--- config.mk ---
export PLATFORM = sky130hd
export DESIGN_NAME = quad_decoder
export DESIGN_NICKNAME = d
export VERILOG_FILES = /design/src/rtl/quad_decoder.sv
export SDC_FILE = /design/constraint.sdc
export NUM_CORES = 1
export LEC_CHECK = 0
export BUFFER_PORTS_ARGS = -buffer_cell sky130_fd_sc_hd__buf_4
export CAP_MARGIN = 20
export CORE_MARGIN = 5
export CORE_UTILIZATION = 35
export DETAILED_ROUTE_END_ITERATION = 8
export GPL_ROUTABILITY_DRIVEN = 1
export PLACE_DENSITY_LB_ADDON = 0.08
export SLEW_MARGIN = 20
export SYNTH_ARGS = -nofsm -noshare
export SYNTH_HDL_FRONTEND = slang
export SYNTH_SLANG_ARGS = --single-unit
--- constraint.sdc ---
create_clock -name clk_i -period 3.35 [get_ports clk_i]
set_clock_uncertainty 0.15 [all_clocks]
set_input_delay 0.8375 -clock clk_i [delete_from_list [all_inputs] [get_ports clk_i]]
set_output_delay 0.8375 -clock clk_i [all_outputs]
set_load 0.02 [all_outputs]
--- src/rtl/quad_decoder.sv ---
// ============================================================================
// Module   : quad_decoder
// Brief    : Debounced 4x quadrature decoder, sampled on divided-clock ticks.
// Revision : 1.0
// ============================================================================
`default_nettype none

module quad_decoder #(
    parameter int CNT_W    = 16,
    parameter int DEBOUNCE = 3
) (
    input  logic             clk_i,
    input  logic             rst_i,
    input  logic             sample_clk_i,
    input  logic             enc_a_i,
    input  logic             enc_b_i,
    input  logic             clr_i,
    output logic [CNT_W-1:0] pos_o,
    output logic             dir_o,
    output logic             step_o,
    output logic             err_o
);

    localparam logic [3:0] c_run_max = 4'(DEBOUNCE);

    // Bit 2 = divided clock, bits 1:0 = {A, B}
    logic [2:0] r_meta;
    logic [2:0] r_sync;
    logic       r_sclk_prev;

    logic       r_init;
    logic [1:0] r_filt;
    logic [1:0] r_cand;
    logic [3:0] r_run;

    logic       w_tick;
    logic [1:0] w_samp;
    logic       w_init_nxt;
    logic [1:0] w_filt_nxt;
    logic [1:0] w_cand_nxt;
    logic [3:0] w_run_nxt;
    logic [3:0] w_run_inc;
    logic       w_accept;
    logic [1:0] w_phase_old;
    logic [1:0] w_phase_new;
    logic [1:0] w_delta;

    // ------------------------------------------------------------------
    // Synchronisers and tick detection
    // ------------------------------------------------------------------
    always_ff @(posedge clk_i or posedge rst_i) begin
        if (rst_i) begin
            r_meta      <= 3'b000;
            r_sync      <= 3'b000;
            r_sclk_prev <= 1'b0;
        end else begin
            r_meta      <= {sample_clk_i, enc_a_i, enc_b_i};
            r_sync      <= r_meta;
            r_sclk_prev <= r_sync[2];
        end
    end

    assign w_tick = r_sync[2] & ~r_sclk_prev;
    assign w_samp = r_sync[1:0];

    // ------------------------------------------------------------------
    // Debounce filter
    // ------------------------------------------------------------------
    always_comb begin
        w_init_nxt = r_init;
        w_filt_nxt = r_filt;
        w_cand_nxt = r_cand;
        w_run_nxt  = r_run;
        w_run_inc  = r_run;
        w_accept   = 1'b0;
        if (w_tick) begin
            if (r_init) begin
                // First sample after reset only seeds the filter
                w_filt_nxt = w_samp;
                w_init_nxt = 1'b0;
            end else if (w_samp == r_filt) begin
                w_run_nxt = 4'd0;
            end else begin
                if (w_samp == r_cand) begin
                    w_run_inc = (r_run >= c_run_max) ? c_run_max : r_run + 4'd1;
                end else begin
                    w_cand_nxt = w_samp;
                    w_run_inc  = 4'd1;
                end
                if (w_run_inc == c_run_max) begin
                    w_accept   = 1'b1;
                    w_filt_nxt = w_samp;
                    w_run_nxt  = 4'd0;
                end else begin
                    w_run_nxt = w_run_inc;
                end
            end
        end
    end

    always_ff @(posedge clk_i or posedge rst_i) begin
        if (rst_i) begin
            r_init <= 1'b1;
            r_filt <= 2'b00;
            r_cand <= 2'b00;
            r_run  <= 4'd0;
        end else begin
            r_init <= w_init_nxt;
            r_filt <= w_filt_nxt;
            r_cand <= w_cand_nxt;
            r_run  <= w_run_nxt;
        end
    end

    // ------------------------------------------------------------------
    // Quadrature decode
    // ------------------------------------------------------------------
    // Gray {A,B} to phase: 00->0, 10->1, 11->2, 01->3; CW advances the phase.
    assign w_phase_old = {r_filt[0], r_filt[1] ^ r_filt[0]};
    assign w_phase_new = {w_samp[0], w_samp[1] ^ w_samp[0]};
    assign w_delta     = w_phase_new - w_phase_old;

    always_ff @(posedge clk_i or posedge rst_i) begin
        if (rst_i) begin
            pos_o  <= '0;
            dir_o  <= 1'b0;
            step_o <= 1'b0;
            err_o  <= 1'b0;
        end else if (clr_i) begin
            pos_o  <= '0;
            step_o <= 1'b0;
            err_o  <= 1'b0;
        end else begin
            step_o <= 1'b0;
            if (w_accept) begin
                case (w_delta)
                    2'd1: begin
                        pos_o  <= pos_o + CNT_W'(1);
                        dir_o  <= 1'b1;
                        step_o <= 1'b1;
                    end
                    2'd3: begin
                        pos_o  <= pos_o - CNT_W'(1);
                        dir_o  <= 1'b0;
                        step_o <= 1'b1;
                    end
                    2'd2: begin
                        err_o <= 1'b1;
                    end
                    default: begin
                    end
                endcase
            end
        end
    end

endmodule

`default_nettype wire

==> impl_metrics.yaml <==
outcome:
  run_status: "completed"
synthesis:
  ys_ff_latch: 35
  synth-edff-count: 0
  synthArstFlopShare: 1.000
  synth.avg_cell_area_um2: 9.736
  synthFlopType: "dfrtp_1"
  yosysSeqAreaShare: 0.4290
  syn-num-nets: 221
  synthDistinctLibCells: 45
  syn_inst: 210
  syn_area_um2: 2044
  ys_warn_count: 0
cells_and_area:
  mostFrequentLayoutCells: "42 x buf_4, 34 x dfrtp_1, 16 x a21oi_1, 14 x o21ai_0"
  stdcell_count: 321
  diodes: 0
  syn_to_final_growth_pct: 23.93
  drive_gt1_frac: 0.2731
  fin_nets: 259
  layout_commonest_cell: "buf_4"
sta:
  slew_headroom: 0.6375
  hold_violations: 0
  hold_ws_ns: 0.2014
  fin_crit_sh: 0.9649
  grt_setup_unrepaired: "false"
  fin_crit_ns: 3.232
  worst_slack_ns: 0.1176
  maxSlewViolCount: 0
  fin_setup_tns_ns: 0
  max_freq_mhz: 309.4
  tightest_slew_ns: 0.5432
  setup_viol: 0
power:
  power_switching_uw: 669.5
  p_int_mw: 1.145
  total_leakage_power_nw: 1.105
  swShare: 0.3691
  total_power_mw: 1.814
  p_per_area_nw_per_um2: 716.0
  p_clk_frac: 0.209
  p_comb_frac: 0.515
  ir_drop_mv: 0.4295
  seqPwrFrac: 0.275
routing:
  ant_nets: 0
  wl_per_cell_um: 15.64
  routed-via-count: 1743
  drt_iter0_markers: 103
  viasPerCell: 5.430
  wl_um: 5022
  drc_errors: 0
  firstDrtPassIters: 4
critical_path:
  path_common_cell: "ha_2"
  critPathCaptureType: "flip-flop"
  worst-path-buf-inv: 1
  critical_path_class: "reg2reg"
  required_ns: 3.41
  critPathLaunch: "r_filt[1]"
  slowest_delay_ns: 0.53
  r2r_start: "r_filt[1]"
  crit_slowest_cell: "or4_1"
  critical_path_arrival_ns: 3.29
  crit_chain: "xor2_1 > ha_2 > xor3_1 > nand2_4 > xnor2_2 > ha_2 > inv_1 > or4_1 > mux2_2 > or4b_1 > o2111ai_1"
  startpoint_type: "flip-flop"
  cp_max_fo: 5
  cp_top_family: "simple AND/OR/NAND/NOR gates"
flow_run:
  cap_violations: 0
clocking:
  cts-root-buf: "clkbuf_8"
  clock_path_buffers: 2
  numClockSinks: 35
  insertion_delay_ns: 0.29
  clkSlewWorstSetupHoldPaths_ns: 0.07
  cts_buffers: 5
  hold_buffers: 0
  cts_tree: "done"
  cts_max_level: 2
floorplan:
  io_pins: 25
  fp.dieH_um: 86.43
  dieArea_um2: 7470
  die_w_um: 86.43
  core_um2: 5608
  initial_core_util: 0.3646
  num_rows: 27
min_path:
  min_from: "r_meta[1]"
  hold_path_class: "reg2reg"
global_route:
  grt_usage: 0.1511
  grt_pass1_wl_um: 8845
  overflow: 0
  grt_pass1_vias: 1753
  antenna_found_initial: 0
  grt_max_degree: 25
placement:
  io_buffers: 24
  dp_hpwl_um: 3710
  gp_congestion: 0.7901
  place_inst: 308
  post-place-ws_ns: 0.02075
cell families (layout without fill, tap and decap cells):
family | after synthesis | count (layout) | share of synthesized area
xor gates and xnor gates | 11 | 11 | 0.06120
muxes | 10 | 10 | 0.05386
adders and majority gates | 5 | 5 | 0.03060
buffers and inverters | 16 | 55 | 0.03488
AOI/OAI and AO/OA | 53 | 53 | 0.1726
DFF | 35 | 35 | 0.4290
and+or+nand+nor | 80 | 80 | 0.2179
final timing paths:
path	end	slack [ns]	cells past startpoint
setup / recovery	pos_o[14]	0.12	11
hold / removal	r_sync[1]	0.20	0
setup reg to reg	pos_o[14]	0.12	11
hold reg to reg	r_sync[1]	0.20	0
max in group asynchronous	r_init	1.86	3
min in group asynchronous	pos_o[15]	0.44	2
routing by layer:
layer | vias up | GRT usage | part of all wire
met3 | 6 | 0.03232 | 0.031
met2 | 28 | 0.2295 | 0.45
met4 | 0 | 0.04816 | 0.014
met1 | 838 | 0.2138 | 0.50
li1 | 871 | - | -
met5 | - | 0 | 0
state kept, by name, indices dropped and copies added (netlist names), 2 cells and up:
register and flops:
r_filt 2, r_sync 3, r_cand 2, r_meta 3, r_run 4, pos_o 16
layout make-up:
cell class / instances / area [um^2]
repair buffers: 42 / 315.3
clock inverters: 2 / 37.54
multi-input cells: 159 / 1122
clock buffers: 6 / 72.57
well taps: 72 / 90.09
inverters: 5 / 18.77
fillers: 565 / 3074
flip-flops and latches: 35 / 877.1
Yosys cell counts (3+ instances only):
library cell	count	area [um^2]
dfrtp_1	34	850.8
nand3_1	5	25.02
clkbuf_1	7	26.28
xor2_1	3	26.28
nand2_1	12	45.04
nor4_1	6	37.54
o21ai_0	14	70.07
o211ai_1	4	30.03
a2111oi_0	4	35.03
nor3_1	6	30.03
or4_1	5	37.54
ha_1	5	62.56
inv_1	4	15.01
or3_1	13	81.33
o2111ai_1	4	35.03
buf_2	3	15.01
nor2b_1	8	50.05
a21oi_1	16	80.08
nor2_1	13	48.80
mux2_2	8	90.09
xnor2_1	6	52.55
power by group through the flow:
| stage | logic [mW] | registers (mW) | clock network [mW] |
|---|---|---|---|
| after floorplan | 0.568 | 0.518 | 0 |
| after global placement | 0.818 | 0.507 | 0 |
| after detailed placement | 0.814 | 0.508 | 0 |
| after CTS | 0.821 | 0.500 | 0.396 |
| after global routing | 1.04 | 0.505 | 0.416 |
| final | 0.935 | 0.500 | 0.380 |
repair_timing:
action                     4_1_cts  5_1_grt
setup endpoints to repair        0        3
buffers inserted                 0        5
resized for setup                0        4
through the flow:
step	util	cell area, um^2
after floorplan	-	2062
after CTS	0.4413	2475
after detailed placement	0.4217	2365
final	0.4518	2534
after global placement	0.4217	2365
after global routing	0.4518	2534
No activity file was read; power rests on OpenSTA's default activity.
